$ cat config.mk
export PLATFORM = sky130hd
export DESIGN_NAME = simon_seq_engine
export DESIGN_NICKNAME = d
export VERILOG_FILES = /design/src/rtl/simon_seq_engine.sv
export SDC_FILE = /design/constraint.sdc
export NUM_CORES = 1
export LEC_CHECK = 0
export CAP_MARGIN = 20
export CORE_MARGIN = 10
export CORE_UTILIZATION = 30
export CTS_BUF_LIST = sky130_fd_sc_hd__clkbuf_16
export CTS_CLUSTER_SIZE = 30
export DETAILED_ROUTE_END_ITERATION = 8
export SYNTH_ARGS = -nofsm -noshare
export SYNTH_HDL_FRONTEND = slang
export SYNTH_SLANG_ARGS = --single-unit
$ cat constraint.sdc
create_clock -name clk -period 7.1 [get_ports clk]
set_clock_uncertainty 0.1 [all_clocks]
set_input_delay 0.71 -clock clk [delete_from_list [all_inputs] [get_ports clk]]
set_output_delay 0.71 -clock clk [all_outputs]
set_load 0.05 [all_outputs]
$ cat src/rtl/simon_seq_engine.sv
// simon_seq_engine: Galois LFSR symbol source plus a sequence buffer.
// Random symbols are appended one per round. The stored sequence is replayed
// over a valid/ready stream. A combinational check port lets the player-compare
// logic read any stored symbol.
module simon_seq_engine #(
  parameter int                SYM_W      = 2,
  parameter int                MAX_LEN    = 32,
  parameter int                LFSR_W     = 16,
  parameter logic [LFSR_W-1:0] TAPS       = 16'hB400,
  parameter logic [LFSR_W-1:0] RESET_SEED = 16'hACE1,
  localparam int               LEN_W      = $clog2(MAX_LEN + 1)
) (
  input  logic              clk,
  input  logic              rst,
  input  logic              gen_en,
  input  logic              seed_load,
  input  logic [LFSR_W-1:0] seed,
  input  logic              append,
  input  logic              clear,
  input  logic              replay_start,
  output logic              out_valid,
  input  logic              out_ready,
  output logic [SYM_W-1:0]  out_sym,
  output logic [LEN_W-1:0]  out_idx,
  output logic              out_last,
  output logic              replay_done,
  output logic              busy,
  input  logic [LEN_W-1:0]  chk_idx,
  output logic [SYM_W-1:0]  chk_sym,
  output logic [LEN_W-1:0]  seq_len,
  output logic              full
);

  // The buffer spans the full index range so any LEN_W-bit index addresses it
  // directly; entries at or beyond MAX_LEN are never written or reported.
  localparam int DEPTH = 1 << LEN_W;

  typedef enum logic {S_IDLE, S_REPLAY} state_t;

  state_t              state_q, state_d;
  logic [LFSR_W-1:0]   lfsr_q, lfsr_d;
  logic [LEN_W-1:0]    len_q, len_d;
  logic [LEN_W-1:0]    idx_q, idx_d;
  logic [SYM_W-1:0]    sym_q, sym_d;
  logic                vld_q, vld_d;
  logic                last_q, last_d;
  logic                done_q, done_d;
  logic [SYM_W-1:0]    mem_q [DEPTH];

  logic                full_w;
  logic                append_ok;
  logic                wr_en;
  logic [LEN_W-1:0]    idx_nxt;
  logic [LFSR_W-1:0]   lfsr_step;

  assign full_w    = (len_q == LEN_W'(MAX_LEN));
  assign append_ok = (state_q == S_IDLE) && append && !full_w && !clear;
  assign idx_nxt   = idx_q + LEN_W'(1);
  assign lfsr_step = (lfsr_q >> 1) ^ (lfsr_q[0] ? TAPS : '0);

  // Next-state logic for LFSR, sequence length and the replay FSM.
  always_comb begin
    state_d = state_q;
    lfsr_d  = lfsr_q;
    len_d   = len_q;
    idx_d   = idx_q;
    sym_d   = sym_q;
    vld_d   = vld_q;
    last_d  = last_q;
    done_d  = 1'b0;
    wr_en   = 1'b0;

    // A zero seed would lock the LFSR up, so it is replaced by 1.
    if (seed_load) begin
      lfsr_d = (seed == '0) ? LFSR_W'(1) : seed;
    end else if (gen_en || append_ok) begin
      lfsr_d = lfsr_step;
    end

    if (clear) begin
      len_d   = '0;
      state_d = S_IDLE;
      vld_d   = 1'b0;
      last_d  = 1'b0;
    end else begin
      case (state_q)
        S_IDLE: begin
          if (append_ok) begin
            wr_en = 1'b1;
            len_d = len_q + LEN_W'(1);
          end
          if (replay_start) begin
            if (len_q != '0) begin
              state_d = S_REPLAY;
              vld_d   = 1'b1;
              idx_d   = '0;
              sym_d   = mem_q[0];
              last_d  = (len_q == LEN_W'(1));
            end else begin
              done_d = 1'b1;
            end
          end
        end
        S_REPLAY: begin
          if (vld_q && out_ready) begin
            if (last_q) begin
              state_d = S_IDLE;
              vld_d   = 1'b0;
              last_d  = 1'b0;
              done_d  = 1'b1;
            end else begin
              idx_d  = idx_nxt;
              sym_d  = mem_q[idx_nxt];
              last_d = (idx_nxt == (len_q - LEN_W'(1)));
            end
          end
        end
        default: state_d = S_IDLE;
      endcase
    end
  end

  // Control and output registers, cleared asynchronously.
  always_ff @(posedge clk or posedge rst) begin
    if (rst) begin
      state_q <= S_IDLE;
      lfsr_q  <= RESET_SEED;
      len_q   <= '0;
      idx_q   <= '0;
      sym_q   <= '0;
      vld_q   <= 1'b0;
      last_q  <= 1'b0;
      done_q  <= 1'b0;
    end else begin
      state_q <= state_d;
      lfsr_q  <= lfsr_d;
      len_q   <= len_d;
      idx_q   <= idx_d;
      sym_q   <= sym_d;
      vld_q   <= vld_d;
      last_q  <= last_d;
      done_q  <= done_d;
    end
  end

  // Symbol storage: written with the pre-edge LFSR value, never reset.
  always_ff @(posedge clk) begin
    if (wr_en) begin
      mem_q[len_q] <= lfsr_q[SYM_W-1:0];
    end
  end

  assign out_valid   = vld_q;
  assign out_sym     = sym_q;
  assign out_idx     = idx_q;
  assign out_last    = last_q;
  assign replay_done = done_q;
  assign busy        = (state_q == S_REPLAY);
  assign seq_len     = len_q;
  assign full        = full_w;
  assign chk_sym     = (chk_idx < len_q) ? mem_q[chk_idx] : '0;

endmodule

==> results.cfg <==
[clocking]
numCtsBuffers = 17
clk_latency_ps = 420
cts_root_buf = clkbuf_16
postCtsSetupRepairBufs = 0
clkSinkCount = 162
postCtsResizedCells = 0
clk_pin_slew_ps = 60
htreeDepth = 4
clockBufferDepth = 2
cts-hold-fix-buffers = 0
cts_tree = done

[synthesis]
synthCells = 598
async_flop_share = 0.210
synth_ff_type = edfxtp_1
synth_edf_count = 128
yosys_warnings = 0
syn_area_per_cell_um2 = 14.0
syn_nets = 638
synth_cell_types = 44
yosysSeqAreaShare = 0.561
yosys_register_bits = 162
syn_area_um2 = 8380

[power_and_ir_drop]
p_seq_frac = 0.459
swShare = 0.256
leakage_uw = 0.00318
cellPowerDensity_nw_per_um2 = 244
p_clk_frac = 0.388
combPwrFrac = 0.153
p_sw_uw = 617
peakVddDrop_uv = 140
cell_internal_pwr_uw = 1790

[timing]
setup_viol = 0
rsz0062_at_grt = no
fin_hold_ws_ps = 379
worstMarginPinSlew_ps = 875
tns_ps = 0
hold_viol = 0
clock.fmax_mhz = 204
slew_headroom = 0.412
fin_crit_ps = 4900
finalCritPeriodShare = 0.690
slew_viol_final = 0

[global_route]
grt_antenna_before_repair = 0
grt_max_degree = 70
grt_pass1_wl_mm = 33.3
grtUsageTotal = 0.123
grt.overflow.total = 0
grt_pass1_vias = 5354

[routing]
dr.first_iter.drc_count = 642
ant_nets = 0
vias = 5393
drt_pass1_iterations = 5
routed_wirelength_mm = 21.5
viasPerCell = 5.25
drcViolationCount = 0
wl_per_cell_um = 20.9

[placed_design]
port_buffers = 50
gp_congestion = 0.826
dp_hpwl_mm = 14.7

[critical_path]
rrSetupSlack_ps = 3490
start_kind = input port
arrival_ps = 4090
crit_end = chk_sym[0]
rr_endpoint = mem_q[34][0]$_DFFE_PP_
end_kind = output port
worst-path-max-fanout = 25
worstRegToRegCells = 7
crit_required_ps = 6290
cp-startpoint = chk_idx[0]
worst_r2r_startpoint = seq_len[1]$_DFFE_PP0P_
crit_type = in -> out

[floorplan]
ios = 51
chipWidth_um = 187
coreArea_um2 = 27700
start_util = 0.302
dieArea_um2 = 35000
num_rows = 61
die_h_um = 187

[final_layout]
finalNetCount = 676
final_common_cell = edfxtp_1
areaGrowthSynthToFinish_pct = 17.6
layout-drive-gt1-share = 0.206
num_antenna_cells = 0
final_cell_mix = 128 x edfxtp_1, 86 x nor2_1, 72 x mux4_2

[run]
cap_violations = 0

[worst_hold_path]
worstHoldPathType = reg -> reg

[status]
run_status = completed
-- metal layers --
layer | wire length (um) | track usage | part of all wire
met3 | 1900 | 0.0386 | 0.088
met1 | 9840 | 0.178 | 0.46
met4 | 291 | 0.0335 | 0.014
met5 | 0 | 0 | 0
met2 | 9450 | 0.174 | 0.44
-- final cells by class --
| cell class | count | area [um^2] |
|---|---|---|
| clock buffer | 17 | 425 |
| multi-input combinational | 382 | 3430 |
| tap | 378 | 473 |
| fill | 2634 | 17800 |
| timing repair buffer | 62 | 611 |
| clock inverter | 15 | 168 |
| sequential | 162 | 4710 |
| inverter | 11 | 41.3 |
-- power by group through the flow --
stage                     Clock (uW)  Combinational (uW)  Sequential (uW)
after floorplan                    0                 211             1170
after global placement             0                 350             1140
after detailed placement           0                 352             1140
after CTS                        948                 353             1120
after global routing             996                 398             1110
final                            934                 368             1110
-- logic make-up after synthesis --
family / Yosys count / share of synthesized area
xor gates and xnor gates: 22 / 0.0230
buffers and inverters: 54 / 0.0299
muxes: 99 / 0.227
adders and majority gates: 10 / 0.0149
and+or+nand+nor: 193 / 0.102
AOI/OAI and AO/OA: 58 / 0.0427
DFF: 162 / 0.561
-- state kept, by name, summed over array words and instances (netlist names) --
register / flops
mem_q: 128
lfsr_q: 16
out_idx: 6
seq_len: 6
out_sym: 2
busy: 1
out_last: 1
out_valid: 1
replay_done: 1
-- worst min-delay path by stage --
stage | start | end | slack [ps] | cells past startpoint
after floorplan | lfsr_q[2]$_DFFE_PP0P_ | lfsr_q[2]$_DFFE_PP0P_ | 350 | 2
after global placement | lfsr_q[2]$_DFFE_PP0P_ | lfsr_q[2]$_DFFE_PP0P_ | 360 | 2
after detailed placement | lfsr_q[2]$_DFFE_PP0P_ | lfsr_q[2]$_DFFE_PP0P_ | 370 | 2
after CTS | lfsr_q[10]$_DFFE_PP1P_ | lfsr_q[10]$_DFFE_PP1P_ | 380 | 2
after global routing | lfsr_q[7]$_DFFE_PP1P_ | lfsr_q[7]$_DFFE_PP1P_ | 410 | 2
final | lfsr_q[2]$_DFFE_PP0P_ | lfsr_q[2]$_DFFE_PP0P_ | 380 | 2
-- worst max-delay path, cell delays in order --
cell	delay (ps)
clkdlybuf4s50_1	720
buf_4	420
mux4_2	270
mux2i_1	70
mux4_2	500
nand2_1	80
o21ai_1	60
a211oi_1	340
clkdlybuf4s50_1	880
-- synth_stat cells (11+ instances only) --
cell type / instances / area share
clkbuf_1: 23 / 0.010
xnor2_1: 19 / 0.020
inv_1: 11 / 0.0049
nand4_1: 11 / 0.0082
edfxtp_1: 128 / 0.46
nor2_1: 86 / 0.039
o21ai_0: 26 / 0.016
dfrtp_1: 26 / 0.078
mux4_2: 72 / 0.19
mux2i_1: 21 / 0.025
nand2_1: 47 / 0.021
nand3_1: 15 / 0.0090
-- per-stage QoR --
step	total power, uW	cell area [um^2]	setup WS, ps	util	instances
4_1_cts	2420	9810	2160	0.354	1024
3_3_place_gp	1490	9220	2240	0.333	992
6_report	2410	9860	2200	0.356	1027
5_1_grt	2500	9860	2030	0.356	1027
3_5_place_dp	1490	9220	2170	0.333	992
2_1_floorplan	1380	8380	3030	-	598
No activity file was read; power rests on OpenSTA's default activity.
